**config.mk**
```make
export PLATFORM = sky130hd
export DESIGN_NAME = multi_sonar_ranger
export DESIGN_NICKNAME = d
export VERILOG_FILES = /design/src/rtl/multi_sonar_ranger.sv
export SDC_FILE = /design/constraint.sdc
export NUM_CORES = 1
export LEC_CHECK = 0
export CORE_MARGIN = 2
export CORE_UTILIZATION = 40
export CTS_BUF_LIST = sky130_fd_sc_hd__clkbuf_4
export DETAILED_ROUTE_END_ITERATION = 10
export SETUP_SLACK_MARGIN = 0.15
export SLEW_MARGIN = 0
export SYNTH_ARGS = -nofsm -noshare
export SYNTH_HDL_FRONTEND = slang
export SYNTH_SLANG_ARGS = --single-unit
```
**constraint.sdc**
```tcl
create_clock -name clk -period 5.8 [get_ports clk]
set_clock_uncertainty 0.2 [all_clocks]
set_input_delay 1.74 -clock clk [delete_from_list [all_inputs] [get_ports clk]]
set_output_delay 1.74 -clock clk [all_outputs]
set_load 0.02 [all_outputs]
```
**src/rtl/multi_sonar_ranger.sv**
```systemverilog
// Round-robin ultrasonic ranger: periodic trigger, echo pulse timing,
// cm conversion with saturation and a valid/ready result port.
module multi_sonar_ranger #(
    parameter int NUM_CH         = 4,
    parameter int TRIG_CYCLES    = 500,
    parameter int PERIOD_CYCLES  = 12_500_000,
    parameter int TIMEOUT_CYCLES = 1_250_000,
    parameter int K_Q24          = 5704,
    parameter int DIST_W         = 8,
    localparam int CH_W          = (NUM_CH > 1) ? $clog2(NUM_CH) : 1
) (
    input  logic              clk,
    input  logic              rst,
    input  logic              enable,
    input  logic [NUM_CH-1:0] ch_mask,
    input  logic [NUM_CH-1:0] echo,
    output logic [NUM_CH-1:0] trig,
    output logic              dist_valid,
    input  logic              dist_ready,
    output logic [DIST_W-1:0] dist_cm,
    output logic [CH_W-1:0]   dist_ch,
    output logic              dist_timeout,
    output logic              busy
);

    localparam int RAW_W   = 22;
    localparam int PROD_W  = RAW_W + 24;
    localparam int PER_W   = (PERIOD_CYCLES > 1) ? $clog2(PERIOD_CYCLES) : 1;
    localparam int CNT_MAX = (TRIG_CYCLES > TIMEOUT_CYCLES) ? TRIG_CYCLES : TIMEOUT_CYCLES;
    localparam int CNT_W   = $clog2(CNT_MAX + 1);

    typedef enum logic [2:0] {
        S_IDLE, S_TRIG, S_WAIT, S_COUNT, S_CALC, S_REPORT
    } state_e;

    state_e              state_q, state_d;
    logic [NUM_CH-1:0]   echo_m_q, echo_s_q;
    logic [NUM_CH-1:0]   trig_q, trig_d;
    logic [PER_W-1:0]    per_q, per_d;
    logic                pend_q, pend_d;
    logic [CH_W-1:0]     ptr_q, ptr_d;
    logic [CH_W-1:0]     sel_q, sel_d;
    logic [CH_W-1:0]     ch_q, ch_d;
    logic [CNT_W-1:0]    cyc_q, cyc_d;
    logic [RAW_W-1:0]    raw_q, raw_d;
    logic [DIST_W-1:0]   cm_q, cm_d;
    logic                to_q, to_d;
    logic                tick, echo_sel, found;
    logic [CH_W-1:0]     nxt;
    logic [RAW_W-1:0]    cm_full;

    function automatic logic [CH_W-1:0] rr_idx(input logic [CH_W-1:0] base, input int k);
        int v;
        v = int'(base) + k;
        if (v >= NUM_CH) v = v - NUM_CH;
        return CH_W'(v);
    endfunction

    assign tick     = enable && (per_q == PER_W'(PERIOD_CYCLES - 1));
    assign echo_sel = echo_s_q[sel_q];
    assign cm_full  = RAW_W'((PROD_W'(raw_q) * PROD_W'(K_Q24)) >> 24);

    // Scan downwards so the last hit is the closest channel at/after ptr
    always_comb begin
        nxt   = '0;
        found = 1'b0;
        for (int k = NUM_CH - 1; k >= 0; k--) begin
            if (ch_mask[rr_idx(ptr_q, k)]) begin
                nxt   = rr_idx(ptr_q, k);
                found = 1'b1;
            end
        end
    end

    always_comb begin
        state_d = state_q;
        per_d   = per_q;
        pend_d  = pend_q | tick;
        ptr_d   = ptr_q;
        sel_d   = sel_q;
        ch_d    = ch_q;
        cyc_d   = cyc_q;
        raw_d   = raw_q;
        cm_d    = cm_q;
        to_d    = to_q;
        trig_d  = trig_q;

        if (enable) per_d = tick ? '0 : per_q + 1'b1;

        unique case (state_q)
            S_IDLE: begin
                if (pend_q && found) begin
                    pend_d  = tick;
                    sel_d   = nxt;
                    ptr_d   = rr_idx(nxt, 1);
                    trig_d  = NUM_CH'(1) << nxt;
                    cyc_d   = '0;
                    state_d = S_TRIG;
                end
            end
            S_TRIG: begin
                if (cyc_q == CNT_W'(TRIG_CYCLES - 1)) begin
                    trig_d  = '0;
                    cyc_d   = '0;
                    state_d = S_WAIT;
                end else begin
                    cyc_d = cyc_q + 1'b1;
                end
            end
            S_WAIT: begin
                if (echo_sel) begin
                    raw_d   = RAW_W'(1);
                    cyc_d   = '0;
                    state_d = S_COUNT;
                end else if (cyc_q == CNT_W'(TIMEOUT_CYCLES - 1)) begin
                    cm_d    = '1;
                    to_d    = 1'b1;
                    ch_d    = sel_q;
                    state_d = S_REPORT;
                end else begin
                    cyc_d = cyc_q + 1'b1;
                end
            end
            S_COUNT: begin
                if (!echo_sel) begin
                    state_d = S_CALC;
                end else if (cyc_q == CNT_W'(TIMEOUT_CYCLES - 1)) begin
                    cm_d    = '1;
                    to_d    = 1'b1;
                    ch_d    = sel_q;
                    state_d = S_REPORT;
                end else begin
                    cyc_d = cyc_q + 1'b1;
                    if (raw_q != '1) raw_d = raw_q + 1'b1;
                end
            end
            S_CALC: begin
                if (cm_full > RAW_W'({DIST_W{1'b1}})) cm_d = '1;
                else cm_d = cm_full[DIST_W-1:0];
                to_d    = 1'b0;
                ch_d    = sel_q;
                state_d = S_REPORT;
            end
            S_REPORT: begin
                if (dist_ready) state_d = S_IDLE;
            end
            default: state_d = S_IDLE;
        endcase
    end

    always_ff @(posedge clk) begin
        if (rst) begin
            state_q  <= S_IDLE;
            echo_m_q <= '0;
            echo_s_q <= '0;
            trig_q   <= '0;
            per_q    <= '0;
            pend_q   <= 1'b0;
            ptr_q    <= '0;
            sel_q    <= '0;
            ch_q     <= '0;
            cyc_q    <= '0;
            raw_q    <= '0;
            cm_q     <= '0;
            to_q     <= 1'b0;
        end else begin
            state_q  <= state_d;
            echo_m_q <= echo;
            echo_s_q <= echo_m_q;
            trig_q   <= trig_d;
            per_q    <= per_d;
            pend_q   <= pend_d;
            ptr_q    <= ptr_d;
            sel_q    <= sel_d;
            ch_q     <= ch_d;
            cyc_q    <= cyc_d;
            raw_q    <= raw_d;
            cm_q     <= cm_d;
            to_q     <= to_d;
        end
    end

    assign trig         = trig_q;
    assign dist_valid   = (state_q == S_REPORT);
    assign dist_cm      = cm_q;
    assign dist_ch      = ch_q;
    assign dist_timeout = to_q;
    assign busy         = (state_q != S_IDLE);

endmodule

```
==> results.cfg <==
[cells_and_area]
drive_above_1_share_pct = 4.216
nets = 1083
area_delta_synth_final_pct = 9.793
nFillCells = 1860
design_area_sq_mm = 0.008473
layoutNonFillerInstCount = 1186

[clock_tree]
cts_tree = yes
clk_latency_ns = 0.47
numCtsBuffers = 9
cts.sinks = 98
cts_max_path_buffers = 2
clk_pin_slew_ns = 0.18
cts-root-buf = clkbuf_4
cts_hold_buf = 0
htreeDepth = 3

[place]
port_buffers = 28
place_inst = 1169
dpl.hpwl_mm = 13.12
dpl_cell_area_sq_mm = 0.008308
gp_congestion = 0.8288

[synth]
yosysMostFrequentCell = inv_1
ys_async_sr_fraction_pct = 0
syn_nets = 1055
synth-compound-area-share_pct = 12.22
synthDominantCellAreaShare_pct = 25.42
ys_seq_elements = 98
synth_cell_type_count = 56
synth_top_family_by_area = adder cells
synth_ff_type = dfxtp_1
netlist_instances = 893
yosys.area.top_type = dfxtp_1
synth_fa_ha_area_share_pct = 29.31
synth-edff-count = 0
seq_area_frac_synth_pct = 25.42
synth_common_cells = inv_1 (122), ha_1 (100), dfxtp_1 (98)
synthXorXnorAreaFrac_pct = 5.107
synth.top_cells.by_area = dfxtp_1 (25%), ha_1 (16%), fa_1 (13%)
synth-simple-area-share_pct = 19.96
syn_area_sq_mm = 0.007717
syn-mean-instance-area_sq_um = 8.642
synth_mux_area_share_pct = 0.9403
ys_warn_count = 0

[timing]
finalCritPeriodShare_pct = 92.27
max_freq_ghz = 0.1869
rsz0062_at_grt = no
slew_headroom_pct = 29.82
fin_crit_ns = 5.352
setup_violations = 0
fin_setup_tns_ns = 0
hold_viol_final = 0
drv_slew = 0
worst_pin_slew_ns = 1.045
holdWs_ns = 0.2482

[setup_path]
r2r_slack_ns = 0.45
r2r_start = raw_q[9]$_SDFFE_PP0P_
arrival_ns = 5.53
worstSetupPathType = reg2reg
required_ns = 5.98
crit_start = raw_q[9]$_SDFFE_PP0P_
end_kind = register
crit_fanout = 8
worstSetupStartpointType = register

[global_routing]
grt_first_pass_wirelength_mm = 28.49
grt_max_degree = 35
first_global_vias = 5685
antenna_found_initial = 1
gr-usage-all-layers_pct = 17.08
grt_overflow = 0

[drt]
drt_iter0_drc = 441
drt_wl_total_mm = 16.70
drc = 0
first_pass_iters = 5
viasPerCell = 5.228
vias = 6201
ant_nets = 0
wl_per_cell_um = 14.08

[power_and_ir_drop]
ir_worst_vdd_mv = 0.1154
power.density_mw_per_mm2 = 130.3
leakage_nw = 3.860

[floorplanning]
start_util_pct = 40.98
core_area_sq_mm = 0.01883
rows = 50
boundaryPins = 29
dieArea_sq_mm = 0.02042
die_w_um = 142.9
die_y_um = 142.9

[status]
status = finished clean

[hold_path]
min-delay-start = echo_m_q[3]$_SDFF_PP0_
hold_class = reg2reg

[job]
max_cap_viol_count = 0
-- path summary, 6_finish.rpt --
check | cells after the start | to
worst max-delay path | 17 | dist_cm[2]$_SDFFE_PP0P_
worst min-delay path | 1 | echo_s_q[3]$_SDFF_PP0_
worst max register to register | 17 | dist_cm[2]$_SDFFE_PP0P_
worst min register to register | 1 | echo_s_q[3]$_SDFF_PP0_
-- worst max-delay path, stage by stage, from the launching register on --
cell	delay, ns
dfxtp_1	0.61
ha_1	0.33
fa_1	0.54
fa_1	0.42
ha_1	0.29
inv_1	0.05
fa_1	0.50
inv_1	0.04
ha_1	0.33
o21ai_0	0.18
a21oi_1	0.09
a221oi_1	0.41
o41ai_4	0.20
a21o_2	0.28
a211oi_1	0.34
nor4_4	0.09
buf_4	0.18
a211oi_1	0.20
-- final cells by class --
class,instances,area [sq um],share of cell area (%)
Antenna cell,1,2.502,0.02953
Clock buffer,9,67.56,0.7974
Clock inverter,6,76.32,0.9008
Inverter,122,457.9,5.405
Multi-Input combinational cell,651,5224,61.65
Sequential cell,98,1962,23.15
Tap cell,260,325.3,3.839
Timing Repair Buffer,39,357.8,4.223
-- flip-flops by register name, indices dropped and copies added (netlist names) --
signal        count
dist_ch           2
raw_q            22
dist_timeout      1
pend_q            1
ptr_q             2
echo_m_q          4
state_q           3
sel_q             2
trig              4
dist_cm           8
echo_s_q          4
per_q            24
cyc_q            21
-- per-layer routing --
layer  vias up  wire (um)  GRT usage (%)
met4         0        165          4.221
li1       3141          -              -
met3        11        403          1.308
met1      2978       8685          25.95
met2        71       7445          26.19
met5         -          0              0
-- logic make-up (layout without fill, tap and decap cells) --
logic type / after synthesis / after routing
simple gates: 298 / 298
buf+inv: 144 / 176
compound gates: 151 / 151
xor+xnor: 45 / 45
mux: 6 / 6
other cells: 0 / 1
flops: 98 / 98
fa+ha+maj: 151 / 151
-- power breakdown --
group / switching (mW) / internal, mW
combinational: 0.0199 / 0.0131
clock: 0.256 / 0.136
sequential: 0.00147 / 0.677
-- through the flow --
step	total power, mW	utilization [%]	setup WS, ns
6_report	1.104	45.00	0.4483
5_1_grt	1.146	45.00	0.1965
4_1_cts	1.115	44.88	0.3489
3_5_place_dp	0.7263	44.12	0.3871
3_3_place_gp	0.7262	44.12	0.5065
2_1_floorplan	0.7111	-	0.9302
-- what timing repair did --
item	CTS	global route
endpoints found under the setup margin	0	8
setup buffers	0	1
gates resized for setup	0	1
-- placed cells by master (no fill, tap or decap), drive strengths merged, types with 4 or more instances in the layout --
| cell | Yosys | final |
|---|---|---|
| a211oi | 16 | 16 |
| a21o | 8 | 8 |
| a21oi | 58 | 58 |
| a22oi | 5 | 5 |
| a31oi | 10 | 10 |
| a41oi | 7 | 7 |
| and3 | 12 | 12 |
| and4 | 8 | 8 |
| buf | 2 | 12 |
| clkbuf | 20 | 9 |
| clkdlybuf4s50 | 0 | 27 |
| dfxtp | 98 | 98 |
| fa | 50 | 50 |
| ha | 100 | 100 |
| inv | 122 | 124 |
| mux2i | 5 | 5 |
| nand2 | 42 | 42 |
| nand2b | 10 | 10 |
| nand3 | 27 | 27 |
| nand4 | 20 | 20 |
| nor2 | 87 | 87 |
| nor2b | 14 | 14 |
| nor3 | 31 | 31 |
| nor4 | 17 | 17 |
| o21ai | 28 | 28 |
| or3 | 16 | 16 |
| or4 | 4 | 4 |
| xnor2 | 27 | 27 |
| xor2 | 18 | 18 |
No activity file was read; power rests on OpenSTA's default activity.
